[src/rtl/log_capture_ctrl.sv]
// Log channel capture: selects one PID log channel, decimates it and writes
// the kept words into the pipe-out FIFO in continuous or single-block mode.
module log_capture_ctrl #(
    parameter int W_LCHAN   = 5,
    parameter int W_LDATA   = 18,
    parameter int W_EP      = 16,
    parameter int W_WR_ADDR = 16,
    parameter int W_WR_CHAN = 5,
    parameter int W_WR_DATA = 49,
    parameter int W_DEC     = 16,
    parameter int W_BLK     = 10,
    parameter logic [W_WR_ADDR-1:0] CSET_ADDR = 16'h0020,
    parameter logic [W_WR_ADDR-1:0] DEC_ADDR  = 16'h0021,
    parameter logic [W_WR_ADDR-1:0] MODE_ADDR = 16'h0022,
    parameter logic [W_WR_ADDR-1:0] ARM_ADDR  = 16'h0023
) (
    input  logic                 pid_clk_in,
    input  logic                 sys_rst_in,
    input  logic                 log_dv_in,
    input  logic [W_LCHAN-1:0]   log_chan_in,
    input  logic [W_LDATA-1:0]   log_data_in,
    input  logic                 wr_en_in,
    input  logic [W_WR_ADDR-1:0] wr_addr_in,
    input  logic [W_WR_CHAN-1:0] wr_chan_in,
    input  logic [W_WR_DATA-1:0] wr_data_in,
    input  logic                 fifo_full_in,
    output logic                 pipe_dv_out,
    output logic [W_EP-1:0]      pipe_data_out,
    output logic [W_LCHAN-1:0]   capt_chan_out,
    output logic                 busy_out,
    output logic                 done_out,
    output logic                 ovf_out,
    output logic [W_EP-1:0]      status_out
);

    typedef enum logic [1:0] {
        IDLE    = 2'd0,
        CAPTURE = 2'd1,
        DONE    = 2'd2
    } state_t;

    state_t               state_reg, state_next;
    logic [W_LCHAN-1:0]   chan_reg, chan_next;
    logic [W_DEC-1:0]     dec_reg, dec_next;
    logic                 mode_reg, mode_next;
    logic [W_BLK-1:0]     cnt_reg, cnt_next;
    logic [W_DEC-1:0]     dcnt_reg, dcnt_next;
    logic                 ovf_reg, ovf_next;
    logic                 pipe_dv_reg, pipe_dv_next;
    logic [W_EP-1:0]      pipe_data_reg, pipe_data_next;

    logic cmd_cset, cmd_dec, cmd_mode, cmd_arm_addr, cmd_arm, cmd_abort;
    logic cfg_ok, eligible;

    // Only some bits of the shared command bus and log word matter here.
    logic unused_bits;
    assign unused_bits = ^{wr_data_in, wr_chan_in, log_data_in};

    assign cmd_cset     = wr_en_in && (wr_addr_in == CSET_ADDR);
    assign cmd_dec      = wr_en_in && (wr_addr_in == DEC_ADDR);
    assign cmd_mode     = wr_en_in && (wr_addr_in == MODE_ADDR);
    assign cmd_arm_addr = wr_en_in && (wr_addr_in == ARM_ADDR);
    assign cmd_arm      = cmd_arm_addr && wr_data_in[0];
    assign cmd_abort    = cmd_arm_addr && !wr_data_in[0];
    assign cfg_ok       = (state_reg != CAPTURE);

    // Any arm/abort command takes precedence over a coincident sample.
    assign eligible = (state_reg == CAPTURE) && log_dv_in &&
                      (log_chan_in == chan_reg) && !cmd_arm_addr;

    always_ff @(posedge pid_clk_in) begin
        if (sys_rst_in) begin
            state_reg     <= IDLE;
            chan_reg      <= '0;
            dec_reg       <= '0;
            mode_reg      <= 1'b0;
            cnt_reg       <= '0;
            dcnt_reg      <= '0;
            ovf_reg       <= 1'b0;
            pipe_dv_reg   <= 1'b0;
            pipe_data_reg <= '0;
        end else begin
            state_reg     <= state_next;
            chan_reg      <= chan_next;
            dec_reg       <= dec_next;
            mode_reg      <= mode_next;
            cnt_reg       <= cnt_next;
            dcnt_reg      <= dcnt_next;
            ovf_reg       <= ovf_next;
            pipe_dv_reg   <= pipe_dv_next;
            pipe_data_reg <= pipe_data_next;
        end
    end

    always_comb begin
        state_next     = state_reg;
        chan_next      = chan_reg;
        dec_next       = dec_reg;
        mode_next      = mode_reg;
        cnt_next       = cnt_reg;
        dcnt_next      = dcnt_reg;
        ovf_next       = ovf_reg;
        pipe_dv_next   = 1'b0;
        pipe_data_next = pipe_data_reg;

        // Configuration is frozen for the duration of a capture.
        if (cfg_ok) begin
            if (cmd_cset) chan_next = wr_chan_in[W_LCHAN-1:0];
            if (cmd_dec)  dec_next  = wr_data_in[W_DEC-1:0];
            if (cmd_mode) mode_next = wr_data_in[0];
        end

        if (cmd_arm) begin
            state_next = CAPTURE;
            cnt_next   = '0;
            dcnt_next  = '0;
            ovf_next   = 1'b0;
        end else if (cmd_abort) begin
            state_next = IDLE;
        end else if (eligible) begin
            dcnt_next = (dcnt_reg >= dec_reg) ? '0 : dcnt_reg + W_DEC'(1);
            if (dcnt_reg == '0) begin
                if (fifo_full_in) begin
                    ovf_next = 1'b1;
                end else begin
                    pipe_dv_next   = 1'b1;
                    pipe_data_next = log_data_in[W_LDATA-1 -: W_EP];
                    cnt_next       = cnt_reg + W_BLK'(1);
                    if (mode_reg && (&cnt_reg)) state_next = DONE;
                end
            end
        end
    end

    // Word count field of the status word, zero-extended or truncated.
    logic [W_EP-5:0] cnt_field;
    for (genvar gi = 0; gi < W_EP - 4; gi++) begin : g_cnt_field
        if (gi < W_BLK) begin : g_bit
            assign cnt_field[gi] = cnt_reg[gi];
        end else begin : g_zero
            assign cnt_field[gi] = 1'b0;
        end
    end

    assign pipe_dv_out   = pipe_dv_reg;
    assign pipe_data_out = pipe_data_reg;
    assign capt_chan_out = chan_reg;
    assign busy_out      = (state_reg == CAPTURE);
    assign done_out      = (state_reg == DONE);
    assign ovf_out       = ovf_reg;
    assign status_out    = {cnt_field, mode_reg, ovf_reg, done_out, busy_out};

endmodule
[config.mk]
export PLATFORM = sky130hd
export DESIGN_NAME = log_capture_ctrl
export DESIGN_NICKNAME = d
export VERILOG_FILES = /design/src/rtl/log_capture_ctrl.sv
export SDC_FILE = /design/constraint.sdc
export NUM_CORES = 1
export LEC_CHECK = 0
export ABC_AREA = 1
export CORE_UTILIZATION = 32
export CTS_CLUSTER_SIZE = 14
export DETAILED_ROUTE_END_ITERATION = 16
export SETUP_SLACK_MARGIN = 0.15
export SYNTH_ARGS = -nofsm -noshare
export SYNTH_HDL_FRONTEND = slang
export SYNTH_SLANG_ARGS = --single-unit
[constraint.sdc]
create_clock -name pid_clk_in -period 2.1 [get_ports pid_clk_in]
set_input_delay 0.21 -clock pid_clk_in [delete_from_list [all_inputs] [get_ports pid_clk_in]]
set_output_delay 0.21 -clock pid_clk_in [all_outputs]
set_load 0.1 [all_outputs]
==> run summary <==
YOSYS
-------------------------------------------------------------------------------------
Area share of the leading cell type in the synthesized netlist                  34.4%
Synthesized area                                                          0.00395 mm²
Flop and latch count out of synthesis                                              68
Biggest area contributors in the synthesized netlist                     dfxtp_1 34%, nand2_1 12%, nor2_1 10%
Cell count after synthesis                                                        560
Yosys warning count                                                                 0
EDFF count, synth                                                                   0
Commonest cells in the synthesized netlist                               123 x nand2_1, 109 x nor2_1, 78 x inv_1
Most common cell in the netlist                                               nand2_1
Count of different cell masters after synthesis                                    33
Synthesized area divided by synthesized cell count                           7.06 µm²
Async set-reset flop share out of synthesis                                        0%
Flip-flop cell with the highest count after synthesis                         dfxtp_1
Part of the Yosys area used for sequential elements                             34.4%
Library cell occupying the most area in the post-synthesis netlist            dfxtp_1

TIMING
-------------------------------------------------------------------------------------
Number of failing setup endpoints in the final timing report                        0
Final worst-path setup slack                                                 0.242 ns
Setup TNS                                                                        0 ns
Min cycle time layout                                                         1.86 ns
Final-report hold violation count                                                   0
RSZ-0062 raised after global routing                                             true
Fraction of the cycle the final worst path needs                                88.5%
Final max-slew violation count                                                      0
Clock Skew                                                                 0.00531 ns
Maximum operating frequency                                                 0.538 GHz

DIE
-------------------------------------------------------------------------------------
Die area                                                                   0.0128 mm²
Starting utilization of the core area                                           32.9%
Die width                                                                      113 µm
Row cnt                                                                            40
Die Height                                                                     113 µm
Core Footprint                                                             0.0120 mm²
I/O Pins                                                                          139

CLOCK NETWORK
-------------------------------------------------------------------------------------
Clock tree from TritonCTS                                                         yes
H-Tree Depth                                                                        3
TritonCTS Buffers                                                                   9
Bufs on Longest Clock Path                                                          2
Clock latency on the worst-skew pair                                          0.33 ns
Clock tree root driver cell                                                 clkbuf_16
Clock-pin slew on the worst setup and hold paths                              0.06 ns
CTS sink cnt                                                                       68

POWER AND IR DROP
-------------------------------------------------------------------------------------
Part of the power in combinational logic                                         6.6%
Total Power                                                                   3.14 mW
Max VDD drop                                                                   438 µV
Sequential cell fraction of total power                                         41.1%
Sw frac                                                                         20.9%
Int Power                                                                     2.48 mW
Relative contribution of the clock network to total power                       52.2%
Pleak                                                                         2.37 nW
Switching power total                                                        0.656 mW
Power density over the cells                                               584 mW/mm²

GRT
-------------------------------------------------------------------------------------
Gr ovfl total                                                                       0
Initial antenna violation count                                                     0
Vias in the first global route                                                   3525
Global-route wire length before repair                                        16.2 mm
GRT Overall Usage                                                               15.6%
Pin count of the biggest net entering global routing                               37

FINISH
-------------------------------------------------------------------------------------
Number of filler cells placed in the layout                                      1212
Area of combinational cells with multiple inputs                          0.00216 mm²
Final antenna diode count                                                           0
Final std cell area, no fill                                              0.00538 mm²
Number of nets in the layout                                                      784
Layout area overhead                                                            35.9%
Util after Layout                                                               44.8%
Proportion of layout cells with a drive suffix above 1                          19.8%
Area taken by flip-flops and latches                                      0.00137 mm²

PLACED DESIGN
-------------------------------------------------------------------------------------
Area post-placement                                                       0.00497 mm²
RePlAce Congestion                                                              0.825
Placement-stage worst setup slack                                           0.0499 ns
Count of buffers from port buffering                                              101
HPWL after DPL                                                                7.10 mm

CRITICAL PATH
-------------------------------------------------------------------------------------
Endpoint arrival time on the critical path                                    2.13 ns
Startpoint Class                                                             register
Crit path required time                                                       2.37 ns
Highest fanout seen on the critical path                                            8
Type of element capturing the critical path                                  register
Path type of the worst setup path                                        register to register

ROUTE
-------------------------------------------------------------------------------------
DR vias                                                                          3743
Number of iterations in the first detailed-routing pass                             4
Detail-routed net length per standard cell                                    12.1 µm
Count of routing violations after the opening detailed-route iteration            208
Residual DRC count                                                                  0
Post-route antenna net violation count                                              0
Via count normalized by instance count                                           4.57
Total length of routed wires                                                  9.92 mm

RUN STATUS
-------------------------------------------------------------------------------------
Result of the run                                                           completed

MIN PATH
-------------------------------------------------------------------------------------
Worst hold path class                                                    input pin to register

JOB
-------------------------------------------------------------------------------------
Max_cap viols                                                                       0

-- cell usage in the layout (no fill, tap or decap), drive strengths merged, types with 2 or more instances in the layout --
cell type	synthesis	final
a211oi	22	22
a21oi	18	18
buf	15	55
bufinv	0	2
clkbuf	8	12
clkdlybuf4s50	0	61
conb	1	2
dfxtp	68	68
ha	19	19
inv	84	84
nand2	127	127
nand3	28	29
nand3b	2	2
nand4	9	9
nor2	124	125
nor3	4	4
nor3b	17	17
o21ai	6	6
o21bai	6	6
-- cell families after synthesis --
kind of cell,share of synthesized area [%]
buffers and inverters,11.8
other,0.0948
AOI/OAI and AO/OA,9.40
adders and majority gates,6.01
DFF,34.4
and+or+nand+nor,37.8
xor gates and xnor gates,0.412
-- power by group through the flow --
| stage | Sequential [mW] | Combinational (mW) | Clock [mW] |
|---|---|---|---|
| 2_1_floorplan | 1.32 | 0.0711 | 0 |
| 3_3_place_gp | 1.32 | 0.204 | 0 |
| 3_5_place_dp | 1.32 | 0.206 | 0 |
| 4_1_cts | 1.29 | 0.207 | 1.67 |
| 5_1_grt | 1.29 | 0.225 | 1.73 |
| 6_report | 1.29 | 0.208 | 1.64 |
-- area by class of cell --
cell class,instances,share of cell area (%)
timing repair buffer,116,19.1
inverter,84,5.87
clock buffer,12,4.59
multi-input combinational,388,40.2
clock inverter,4,1.35
sequential,68,25.5
tap,147,3.42
-- stage by stage --
step,instances,hold slack [ns]
finish,819,0.233
global route,819,0.277
CTS,810,0.221
detailed placement,794,0.464
global placement,794,0.461
floorplan,561,0.373
-- timing repair --
| item | CTS | global route |
|---|---|---|
| resized for setup | 0 | 2 |
| endpoints found under the setup margin | 0 | 33 |
| setup buffers | 0 | 7 |
| hold buffers | 0 | 0 |
| endpoints found under the hold margin | 0 | 0 |
-- final timing paths --
path | start | depth (start not counted) | to | slack, ns
worst max-delay path | dcnt_reg[0] | 11 | cnt_reg[9] | 0.24
worst min-delay path | sys_rst_in | 4 | state_reg[1] | 0.23
worst max register to register | dcnt_reg[0] | 11 | cnt_reg[9] | 0.24
worst min register to register | capt_chan_out[2] | 2 | capt_chan_out[2] | 0.47
-- critical path: stages, from the launching register on --
cell and delay, ns:
dfxtp_1 0.33, inv_1 0.16, ha_1 0.17, nand2_1 0.06
nor2_2 0.13, nand2_2 0.08, nor2_4 0.22, inv_2 0.14
nor2_4 0.23, buf_4 0.16, a21oi_2 0.04, nor2_1 0.09
-- routing by layer --
layer | wire (µm) | share of wire [%] | GRT usage (%) | up-vias
met1 | 4500 | 45 | 19.1 | 1677
met4 | 170 | 1.7 | 5.00 | 0
met5 | 0 | 0 | 0 | -
met2 | 4790 | 48 | 26.9 | 86
met3 | 461 | 4.6 | 3.80 | 16
li1 | - | - | - | 1964
(Power assumes the default switching activity.)
